==> src/rtl/note_tone_generator_pkg.sv <==
// Shared definitions for the note tone generator: FSM encoding, codec sample width
// and the millisecond cycle-count derivation.
package note_tone_generator_pkg;

    typedef enum logic [1:0] {
        StIdle = 2'd0,
        StPlay = 2'd1,
        StGap  = 2'd2
    } state_e;

    // Width of one sample word on the audio codec write port.
    localparam int unsigned CODEC_SAMPLE_WIDTH = 32;

    // Clock cycles per millisecond for a given system clock frequency in Hz.
    function automatic int unsigned ms_cycles(input int unsigned clock_frequency);
        return clock_frequency / 1000;
    endfunction

endpackage

==> src/rtl/note_tone_generator_ms_tick_prescaler.sv <==
// Millisecond prescaler: counts 0..DIVIDE-1 and pulses tick on the wrap cycle.
// restart forces the count back to 0 on the next edge.
module ms_tick_prescaler #(
    parameter int unsigned DIVIDE = 50000
) (
    input  logic clock,
    input  logic resetn,
    input  logic restart,
    output logic tick
);

    localparam int unsigned CntW = (DIVIDE > 2) ? $clog2(DIVIDE) : 1;
    localparam logic [CntW-1:0] LastCount = CntW'(DIVIDE - 1);

    logic [CntW-1:0] r_count;
    logic [CntW-1:0] w_count_d;

    assign tick = (r_count == LastCount);

    // Next count: clear on restart or wrap, otherwise advance.
    always_comb begin
        w_count_d = r_count + 1'b1;
        if (restart || tick) begin
            w_count_d = '0;
        end
    end

    // Count register.
    always_ff @(posedge clock or negedge resetn) begin
        if (!resetn) begin
            r_count <= '0;
        end else begin
            r_count <= w_count_d;
        end
    end

endmodule

==> src/rtl/note_tone_generator.sv <==
// Plays one timed note as a signed square-wave sample stream: PLAY for duration_ms ms,
// then GAP_MS ms of silence, then a one-cycle note_done pulse.
module note_tone_generator
    import note_tone_generator_pkg::*;
#(
    parameter int unsigned CLOCK_FREQUENCY = 50000000,
    parameter int unsigned PERIOD_WIDTH    = 21,
    parameter int unsigned DUR_WIDTH       = 16,
    parameter int unsigned SAMPLE_WIDTH    = CODEC_SAMPLE_WIDTH,
    parameter int unsigned AMPLITUDE       = 10000000,
    parameter int unsigned GAP_MS          = 10
) (
    input  logic                    clock,
    input  logic                    resetn,
    input  logic [PERIOD_WIDTH-1:0] frequencyCount,
    input  logic                    note_start,
    input  logic [DUR_WIDTH-1:0]    duration_ms,
    input  logic                    sample_ready,
    output logic [SAMPLE_WIDTH-1:0] audio_sample,
    output logic                    audio_valid,
    output logic                    busy,
    output logic                    note_done
);

    localparam int unsigned MS_CYCLES = ms_cycles(CLOCK_FREQUENCY);
    localparam logic [DUR_WIDTH-1:0] GapLoad = DUR_WIDTH'(GAP_MS);
    localparam logic [SAMPLE_WIDTH-1:0] PosLevel = SAMPLE_WIDTH'(AMPLITUDE);
    localparam logic [SAMPLE_WIDTH-1:0] NegLevel = SAMPLE_WIDTH'(0) - PosLevel;

    state_e                  r_state, w_state_d;
    logic [PERIOD_WIDTH-1:0] r_period, w_period_d;
    logic [DUR_WIDTH-1:0]    r_ms_left, w_ms_left_d;
    logic [PERIOD_WIDTH-2:0] r_phase, w_phase_d;
    logic                    r_polarity, w_polarity_d;
    logic [SAMPLE_WIDTH-1:0] r_sample, w_sample_d;
    logic                    r_valid, r_busy, r_note_done;

    logic [PERIOD_WIDTH-2:0] w_half;
    logic                    w_tone_on;
    logic                    w_tick;
    logic                    w_restart;
    logic                    w_seg_end;

    assign w_half    = r_period[PERIOD_WIDTH-1:1];
    // Periods below 2 cycles cannot form a square wave; play silence instead.
    assign w_tone_on = (r_period >= PERIOD_WIDTH'(2));
    // Current PLAY/GAP segment ends this cycle (zero-length segments last one cycle).
    assign w_seg_end = (r_ms_left == '0) || (w_tick && (r_ms_left == DUR_WIDTH'(1)));
    // Prescaler restarts on every state entry and is held at 0 while idle.
    assign w_restart = (w_state_d != r_state) || (r_state == StIdle);

    ms_tick_prescaler #(
        .DIVIDE (MS_CYCLES)
    ) u_ms_tick_prescaler (
        .clock   (clock),
        .resetn  (resetn),
        .restart (w_restart),
        .tick    (w_tick)
    );

    // FSM next state, ms down-counter and tone phase/polarity.
    always_comb begin
        w_state_d    = r_state;
        w_period_d   = r_period;
        w_ms_left_d  = r_ms_left;
        w_phase_d    = r_phase;
        w_polarity_d = r_polarity;
        unique case (r_state)
            StIdle: begin
                if (note_start) begin
                    w_state_d    = StPlay;
                    w_period_d   = frequencyCount;
                    w_ms_left_d  = duration_ms;
                    w_phase_d    = '0;
                    w_polarity_d = 1'b0;
                end
            end
            StPlay: begin
                if (w_seg_end) begin
                    w_state_d   = StGap;
                    w_ms_left_d = GapLoad;
                end else if (w_tick) begin
                    w_ms_left_d = r_ms_left - 1'b1;
                end
                if (w_tone_on) begin
                    if (r_phase == w_half - 1'b1) begin
                        w_phase_d    = '0;
                        w_polarity_d = ~r_polarity;
                    end else begin
                        w_phase_d = r_phase + 1'b1;
                    end
                end
            end
            StGap: begin
                if (w_seg_end) begin
                    w_state_d   = StIdle;
                    w_ms_left_d = '0;
                end else if (w_tick) begin
                    w_ms_left_d = r_ms_left - 1'b1;
                end
            end
            default: begin
                w_state_d = StIdle;
            end
        endcase
    end

    // Sample level for the current cycle; presented on the port one cycle later.
    always_comb begin
        w_sample_d = '0;
        if ((r_state == StPlay) && w_tone_on) begin
            w_sample_d = r_polarity ? NegLevel : PosLevel;
        end
    end

    // State, counters and registered outputs.
    always_ff @(posedge clock or negedge resetn) begin
        if (!resetn) begin
            r_state     <= StIdle;
            r_period    <= '0;
            r_ms_left   <= '0;
            r_phase     <= '0;
            r_polarity  <= 1'b0;
            r_sample    <= '0;
            r_valid     <= 1'b0;
            r_busy      <= 1'b0;
            r_note_done <= 1'b0;
        end else begin
            r_state     <= w_state_d;
            r_period    <= w_period_d;
            r_ms_left   <= w_ms_left_d;
            r_phase     <= w_phase_d;
            r_polarity  <= w_polarity_d;
            r_sample    <= w_sample_d;
            r_valid     <= sample_ready;
            r_busy      <= (w_state_d != StIdle);
            r_note_done <= (r_state == StGap) && (w_state_d == StIdle);
        end
    end

    assign audio_sample = r_sample;
    assign audio_valid  = r_valid;
    assign busy         = r_busy;
    assign note_done    = r_note_done;

endmodule

==> config.mk <==
export PLATFORM = sky130hd
export DESIGN_NAME = note_tone_generator
export DESIGN_NICKNAME = d
export VERILOG_FILES = /design/src/rtl/note_tone_generator_pkg.sv /design/src/rtl/note_tone_generator_ms_tick_prescaler.sv /design/src/rtl/note_tone_generator.sv
export SDC_FILE = /design/constraint.sdc
export NUM_CORES = 1
export LEC_CHECK = 0
export CORE_UTILIZATION = 51
export CTS_BUF_LIST = sky130_fd_sc_hd__clkbuf_8
export DETAILED_ROUTE_END_ITERATION = 10
export PLACE_DENSITY = 0.79
export SLEW_MARGIN = 40
export SYNTH_ARGS = -nofsm -noshare
export SYNTH_HDL_FRONTEND = slang
export SYNTH_SLANG_ARGS = --single-unit
==> constraint.sdc <==
create_clock -name clock -period 2.8 [get_ports clock]
set_input_delay 0.56 -clock clock [delete_from_list [all_inputs] [get_ports clock]]
set_output_delay 0.56 -clock clock [all_outputs]
set_load 0.02 [all_outputs]
=== Yosys cells after proc, flatten, opt, wreduce, memory -nomap -nowiden ===
Index checks and enable logic that the tools add are counted.

* Add/subtract/negate cells: 4
* Magnitude comparators: 1
* Equality and inequality tests: 9
* Mux-type cells: 20
* Bitwise operators: 1
* Reductions and logical operators: 16

{| class="wikitable"
|+ Operators with widths
! operator !! count
|-
| $mux W16 || 5
|-
| $mux W32 || 2
|-
| $mux W20 || 3
|-
| $pmux W16 S3 || 1
|-
| $pmux W20 S2 || 1
|-
| $ge A21 B2 Y1 const B || 1
|-
| $add A20 B1 Y20 const B || 1
|-
| $eq A20 B20 Y1 || 1
|-
| $sub A20 B1 Y20 const B || 1
|-
| $add A16 B1 Y16 const B || 1
|-
| $eq A16 B1 Y1 const B || 1
|-
| $eq A16 B16 Y1 const B || 1
|-
| $logic_not A16 Y1 || 1
|-
| $sub A16 B1 Y16 const B || 1
|-
| $mux W2 || 3
|-
| $ne A2 B2 Y1 const B || 3
|-
| $pmux W2 S3 || 1
|-
| $logic_not A2 Y1 || 2
|-
| $reduce_and A2 Y1 || 2
|-
| $reduce_and A4 Y1 || 1
|-
| $reduce_bool A2 Y1 || 2
|-
| $logic_and A1 B1 Y1 || 3
|-
| $logic_or A1 B1 Y1 || 3
|-
| $mux W1 || 3
|-
| 7 further kinds || 7
|}

* Register bits after elaboration: 111
* Bits of input ports: 41
* Output and inout bits: 35

=== Depth between registers and ports, before layout ===
Gate-level depths: netlist of the first run.

* Word-level depth: 9
* Gate-level depth with buffers: 11
* Mapped depth without buffers: 9

=== Cells and area by module ===
Synthesis of the first run repeated with hierarchy kept, for this count alone.

* Cells, all modules: 568
* Area, all modules: 5261.3 um2

{| class="wikitable"
|+ By module, submodules not included
! module !! times used !! cells each !! area each (um2) !! sequential area each (um2)
|-
| note_tone_generator || 1 || 488 || 4469.3 || 1651.6
|-
| ms_tick_prescaler || 1 || 80 || 792.0 || 400.4
|}

=== Worst setup path after synthesis of the first run ===
No wires, ideal clock.

* Kind: register to register
* Start: reg r_period[1]
* End: reg r_polarity
* Setup time: 0.131 ns
* Data arrival time: 2.791 ns
* Setup slack: -0.123 ns
* Stages on the path, launching flop included: 10
* Cells stage by stage: dfrtp_1 > inv_1 > ha_1 > or4b_2 > or3_1 > xnor2_1 > a211o_1 > nor4_1 > a311oi_1 > or3b_1

* Cells in the longest elaborated chain, start to end: 4
* Elaborated cells between the ends (all ways): 6

{| class="wikitable"
|+ RTL lines
! item !! line !! text
|-
| start, declared || note_tone_generator.sv:31 || <nowiki>logic [PERIOD_WIDTH-1:0] r_period, w_period_d;</nowiki>
|-
| start signal, assigned || note_tone_generator.sv:130 || <nowiki>r_period <= w_period_d;</nowiki>
|-
| $sub A20 B1 Y20 || note_tone_generator.sv:86 || <nowiki>if (r_phase == w_half - 1'b1) begin</nowiki>
|-
| $eq A20 B20 Y1 || note_tone_generator.sv:86 ||
|-
| $ne A2 B2 Y1 (no source line) || -- ||
|-
| $reduce_and A4 Y1 (no source line) * || -- ||
|-
| end signal, assigned || note_tone_generator.sv:133 || <nowiki>r_polarity <= w_polarity_d;</nowiki>
|-
| end, declared || note_tone_generator.sv:34 || <nowiki>logic r_polarity, w_polarity_d;</nowiki>
|}

Every way passes the cells marked *; elsewhere a longest branch is shown, timed or not.
A chain may end at the register's enable or synchronous reset.

=== Final worst setup path of the first run ===
* Start: reg r_period[5]
* End: reg r_polarity

Same word-level chain as after synthesis.

==> results of run 1 <==
-- flip-flops by register name, summed over array words and instances (netlist names) --
signal,cells
busy,1
r_state,2
r_ms_left,16
note_done,1
audio_sample,3
r_phase,20
r_polarity,1
u_ms_tick_prescaler.r_count,16
r_period,21
audio_valid,1
-- per-layer routing --
| metal | vias up | wire (um) | part of all wire (%) |
|---|---|---|---|
| met1 | 2062 | 5150 | 43 |
| met5 | - | 0 | 0 |
| met3 | 23 | 718 | 6.0 |
| met4 | 0 | 264 | 2.2 |
| met2 | 135 | 5740 | 48 |
| li1 | 2031 | - | - |
-- cell type report --
type                    instances  area, um^2
fillers                       756        3290
multi-input cells             402        2680
flip-flops and latches         82        2050
repair buffers                 98         947
well taps                     129         161
clock buffers                  10         138
clock inverters                 6        90.1
inverters                      17        63.8
-- critical path: stages, from the launching register on --
cell,delay (ns)
dfrtp_2,0.47
or4_1,0.60
or3_4,0.40
xnor2_1,0.13
a211o_1,0.27
nor4_4,0.20
a311oi_1,0.14
or3b_1,0.38
-- kinds of logic after synthesis --
logic type      Yosys count  share of synthesized area, %
compound gates          104                          13.0
xor+xnor                 55                          9.57
fa+ha+maj                10                          2.49
buf+inv                  64                          7.41
flops                    82                          40.8
mux                      21                          4.70
other cells               1                        0.0745
simple gates            205                          22.0
-- worst max-delay path by stage --
stage                            end  slack [ns]  cells after the start
final                     r_polarity        0.10                      7
after global routing      r_polarity       -0.02                      9
after CTS                 r_polarity        0.03                      9
after detailed placement  r_polarity       -0.07                      9
after global placement    r_polarity       -0.02                      9
after floorplan           r_polarity        0.03                      9
-- power by group through the flow --
stage / Combinational, W / Sequential (W) / Clock [W]
6_report: 0.00265 / 0.00188 / 0.000977
3_5_place_dp: 0.00260 / 0.00189 / 0
3_3_place_gp: 0.00253 / 0.00187 / 0
5_1_grt: 0.00289 / 0.00193 / 0.00105
4_1_cts: 0.00263 / 0.00187 / 0.000994
2_1_floorplan: 0.00174 / 0.00188 / 0
-- layout by cell type, fill, tap and decap left out, types with 9 or more instances in the layout --
master,n
and3_1,10
buf_4,27
clkdlybuf4s50_1,67
nor3_1,13
inv_1,17
mux2_2,21
dfrtp_1,81
nor2_1,54
nand3_1,18
a21oi_1,36
nor4_1,13
xnor2_1,27
o21ai_0,23
nand4_1,9
xor2_1,28
ha_1,10
clkbuf_8,11
nand2_1,35
-- per-stage QoR --
step	util (%)	cells	setup slack, ns
after floorplan	-	548	0.0295
after global placement	62.3	728	-0.0166
after detailed placement	62.3	728	-0.0701
after CTS	64.9	744	0.0277
after global routing	65.1	744	-0.0156
final	65.1	744	0.105
-- repair_timing --
| item | CTS | global route |
|---|---|---|
| resized for setup | 2 | 4 |
| endpoints found under the setup margin | 21 | 21 |
| pin swaps | 2 | 2 |
| cloned | 0 | 0 |
| endpoints found under the hold margin | 0 | 0 |
==> results.json, run 1 <==
{
  "grt_pass1_wl_um": 19500,
  "ctsHoldBuffers": 0,
  "die-height_um": 101,
  "clkSinkCount": 82,
  "min_period_ns": 2.70,
  "cts.path.max_buffers": 2,
  "die_w_um": 101,
  "die_area_um2": 10300,
  "cp_max_fo": 7,
  "tightest_slew_ns": 0.695,
  "yosys.area.top_type": "dfrtp_1",
  "post-route-period-util_pct": 96.3,
  "fin_nets": 661,
  "synthArstFlopShare_pct": 100,
  "synth_area_leaders": "dfrtp_1 (41%), xor2_1 (4.9%), mux2_2 (4.7%)",
  "globalRouteOverflowTotal": 0,
  "syn_avg_cell_area_um2": 9.29,
  "grt_pass1_vias": 4101,
  "pin_count": 76,
  "grt_max_degree": 83,
  "via_per_inst": 5.71,
  "required_ns": 3.05,
  "synth_warnings": 0,
  "clock_power_share_pct": 17.7,
  "antenna_found_initial": 0,
  "cts_tree": "built",
  "crit_path_start_kind": "flop",
  "dr.first_iter.drc_count": 229,
  "wire_per_inst_um": 16.0,
  "clk_pin_slew_worst_paths_ns": 0.09,
  "synth_area_um2": 5030,
  "htreeDepth": 3,
  "clkLatencyLatePin_ns": 0.36,
  "slew_headroom_pct": 53.5,
  "synth_common_cells": "dfrtp_1 (82), nor2_1 (54), a21oi_1 (37), nand2_1 (35), buf_4 (31)",
  "fmax_mhz": 371,
  "p_sw_w": 0.00227,
  "peakVddDrop_v": 0.000434,
  "dp_hpwl_um": 8680,
  "postPlaceCellArea_um2": 5870,
  "grt.met3_usage_pct": 5.11,
  "cts_setup_buffers": 0,
  "antenna_left": 0,
  "synth_flop_cell": "dfrtp_1",
  "met2_usage_pct": 39.9,
  "design_area_um2": 6130,
  "fin_hold_ws_ns": 0.212,
  "ys_seq_area_share_pct": 40.8,
  "yosysTopAreaCellShare_pct": 40.8,
  "hold_viol": 0,
  "syn_inst": 542,
  "crit_arrival_ns": 2.94,
  "vias": 4251,
  "outcome": "finished, final reports clean",
  "finalSetupTns_ns": 0,
  "p_sw_share_pct": 41.2,
  "place_congestion": 0.889,
  "drv_cap": 0,
  "drc": 0,
  "finalMaxSlewViolations": 0,
  "area_growth_pct": 21.7,
  "track_usage_pct": 24.4,
  "netlist-cell-type-count": 61,
  "finalClockSkew_ns": 0.00971,
  "port_buffers": 68,
  "coreArea_um2": 9420,
  "r2r_cells": 7,
  "r2r-start": "r_period[5]",
  "internal_power_w": 0.00324,
  "grt_use_met1_pct": 31.9,
  "totalPowerFinal_w": 0.00551,
  "reg2reg_to": "r_polarity",
  "sequentialPowerShare_pct": 34.1,
  "start_util_pct": 53.5,
  "synth.most_common_cell": "dfrtp_1",
  "p_leak_nw": 2.49,
  "reg2reg_setup_slack_ns": 0.10,
  "synth_edf_count": 0,
  "setup_viol": 0,
  "critical_path_class": "flop to flop",
  "hold_path_class": "input port to asynchronous set/reset pin",
  "ys_ff_latch": 82,
  "numCtsBuffers": 9,
  "diodes": 0,
  "drt-pass1-iter-count": 5,
  "cp-startpoint": "r_period[5]",
  "fp-row-count": 35,
  "worstSetupEndpointType": "flop",
  "rsz0062_at_grt": "yes",
  "finalWirelength_um": 11900,
  "cts-root-buf": "clkbuf_8",
  "busiest_layer": "met2",
  "combPwrFrac_pct": 48.1,
  "p_per_area_nw_per_um2": 899,
  "layout-drive-gt1-share_pct": 14.6
}
No activity file was read; power rests on OpenSTA's default activity.
==> run 2: changes to the inputs <==
--- a/config.mk
+++ b/config.mk
@@ -8,6 +8,7 @@
 export CORE_UTILIZATION = 51
 export CTS_BUF_LIST = sky130_fd_sc_hd__clkbuf_8
 export DETAILED_ROUTE_END_ITERATION = 10
+export HOLD_SLACK_MARGIN = 0.02
 export PLACE_DENSITY = 0.79
 export SLEW_MARGIN = 40
 export SYNTH_ARGS = -nofsm -noshare
==> results of run 2 <==
Same layout as run 1: the final DEF is identical, and so are final timing and power.
==> run 3: changes to the inputs <==
--- a/config.mk
+++ b/config.mk
@@ -5,11 +5,10 @@
 export SDC_FILE = /design/constraint.sdc
 export NUM_CORES = 1
 export LEC_CHECK = 0
-export CORE_UTILIZATION = 51
+export CORE_UTILIZATION = 39
 export CTS_BUF_LIST = sky130_fd_sc_hd__clkbuf_8
 export DETAILED_ROUTE_END_ITERATION = 10
 export HOLD_SLACK_MARGIN = 0.02
-export PLACE_DENSITY = 0.79
 export SLEW_MARGIN = 40
 export SYNTH_ARGS = -nofsm -noshare
 export SYNTH_HDL_FRONTEND = slang
==> results.json, run 3 (synthesized netlist as in run 1, its figures left out) <==
{
  "crit_buf_inv": 1,
  "numCtsBuffers": 9,
  "cts_setup_buffers": 0,
  "htreeDepth": 3,
  "clk_pin_slew_worst_paths_ns": 0.09,
  "p_leak_nw": 2.46,
  "cpPeakStageDelay_ns": 0.52,
  "cts-root-buf": "clkbuf_8",
  "wire_per_inst_um": 15.2,
  "cts_tree": "built",
  "worstSetupEndpointType": "flop",
  "critical-path-top-delay-family": "compound AO/OA/AOI/OAI gates",
  "layout_commonest_cell": "dfrtp_1",
  "setup_viol": 0,
  "totalPowerFinal_w": 0.00530,
  "antenna_left": 0,
  "layout-drive-gt1-share_pct": 14.6,
  "fin_hold_ws_ns": 0.162,
  "diodes": 0,
  "pin_count": 76,
  "min_period_ns": 2.68,
  "vias": 4180,
  "peakVddDrop_v": 0.000384,
  "fin_nets": 662,
  "regMostFlops": "r_period",
  "area_growth_pct": 21.8,
  "die_w_um": 116,
  "antenna_found_initial": 0,
  "port_buffers": 68,
  "clkSinkCount": 82,
  "finalWirelength_um": 11900,
  "crit_slowest_cell": "or3_2",
  "rsz0062_at_grt": "yes",
  "fp-row-count": 41,
  "post-place-ws_ns": -0.0441,
  "crit_arrival_ns": 2.96,
  "globalRouteOverflowTotal": 0,
  "drv_cap": 0,
  "postPlaceCellArea_um2": 5930,
  "hold_viol": 0,
  "required_ns": 3.07,
  "via_per_inst": 5.30,
  "dp_hpwl_um": 8790,
  "cp_cell_sequence": "or3_2 > or3_1 > a32o_1 > a21oi_1 > nor4_4 > a31o_2 > buf_12 > o31ai_1",
  "grt_max_degree": 45,
  "hold_path_class": "input port to asynchronous set/reset pin",
  "dr.first_iter.drc_count": 209,
  "p_per_area_nw_per_um2": 864,
  "fmax_mhz": 372,
  "place_congestion": 0.876,
  "coreArea_um2": 12600,
  "outcome": "finished, final reports clean",
  "drt-pass1-iter-count": 4,
  "clkLatencyLatePin_ns": 0.37,
  "grt_pass1_wl_um": 19800,
  "grt_pass1_vias": 4163,
  "reg_top3": "r_period: 21 flops, r_phase: 20 flops",
  "track_usage_pct": 19.0,
  "largest_reg_flops": 21,
  "critical_path_class": "flop to flop",
  "crit_path_start_kind": "flop",
  "stdcell_count": 788,
  "finalMaxSlewViolations": 0,
  "drc": 0,
  "design_area_um2": 6130,
  "cp_max_fo": 20,
  "cts.path.max_buffers": 2,
  "tightest_slew_ns": 0.665,
  "fin_ws_ns": 0.115,
  "numPlacedInstances": 772,
  "final_cell_mix": "dfrtp_1 (82), clkdlybuf4s50_1 (67), nor2_1 (54), a21oi_1 (37), nand2_1 (35)",
  "post-route-period-util_pct": 95.9,
  "start_util_pct": 39.9,
  "finalClockSkew_ns": 0.00920,
  "ctsHoldBuffers": 0,
  "die_area_um2": 13400,
  "die-height_um": 116,
  "slew_headroom_pct": 55.5
}
run 3: cell types whose count changed in the layout (fill, tap and decap cells not counted), moves of 2 or more:
cell        before  now
buf_4           27   29
bufinv_16        2    0
clkbuf_8        11    9
clkinvlp_4       1    3
run 3: path summary, 6_finish.rpt:
| path | startpoint | cells after the start | slack, ns | to |
|---|---|---|---|---|
| worst max register to register | r_period[5] | 8 | 0.12 | r_phase[1] |
| worst min register to register | u_ms_tick_prescaler.r_count[0] | 1 | 0.46 | u_ms_tick_prescaler.r_count[0] |
| worst max-delay path | r_period[5] | 8 | 0.12 | r_phase[1] |
| worst min-delay path | resetn | 1 | 0.16 | r_period[13] |
| min in group clock | u_ms_tick_prescaler.r_count[0] | 1 | 0.46 | u_ms_tick_prescaler.r_count[0] |
| max in group asynchronous | resetn | 2 | 2.03 | r_phase[0] |
run 3: cell type report:
type	instances	area, um^2
Fill cell	1249	6490
Multi-Input combinational cell	402	2680
Sequential cell	82	2050
Timing Repair Buffer	99	948
Tap cell	172	215
Clock buffer	9	124
Inverter	17	63.8
Clock inverter	7	53.8
run 3: metrics by stage:
stage | util [%] | setup TNS, ns
after global placement | 47.0 | -0.00673
after floorplan | - | 0
after detailed placement | 47.0 | -0.0509
final | 48.6 | 0
after CTS | 48.5 | 0
after global routing | 48.6 | -0.0465
run 3: what timing repair did:
action,CTS,global route
endpoints found under the setup margin,21,25
resized for setup,2,3
pin swaps,4,1
run 3: power breakdown:
group          internal (W)  switching, W  leakage, nW
registers           0.00151      0.000382         1.06
clock network      0.000326      0.000470       0.0818
logic               0.00119       0.00142         1.31
total               0.00303       0.00227         2.46
run 3: routing by layer:
layer  track usage [%]  up-vias  share of wire (%)
met2              31.6      111                 50
met5                 0        -                  0
li1                  -     2039                  -
met4              7.78        0                1.9
met3              4.71       15                4.7
met1              23.7     2015                 44
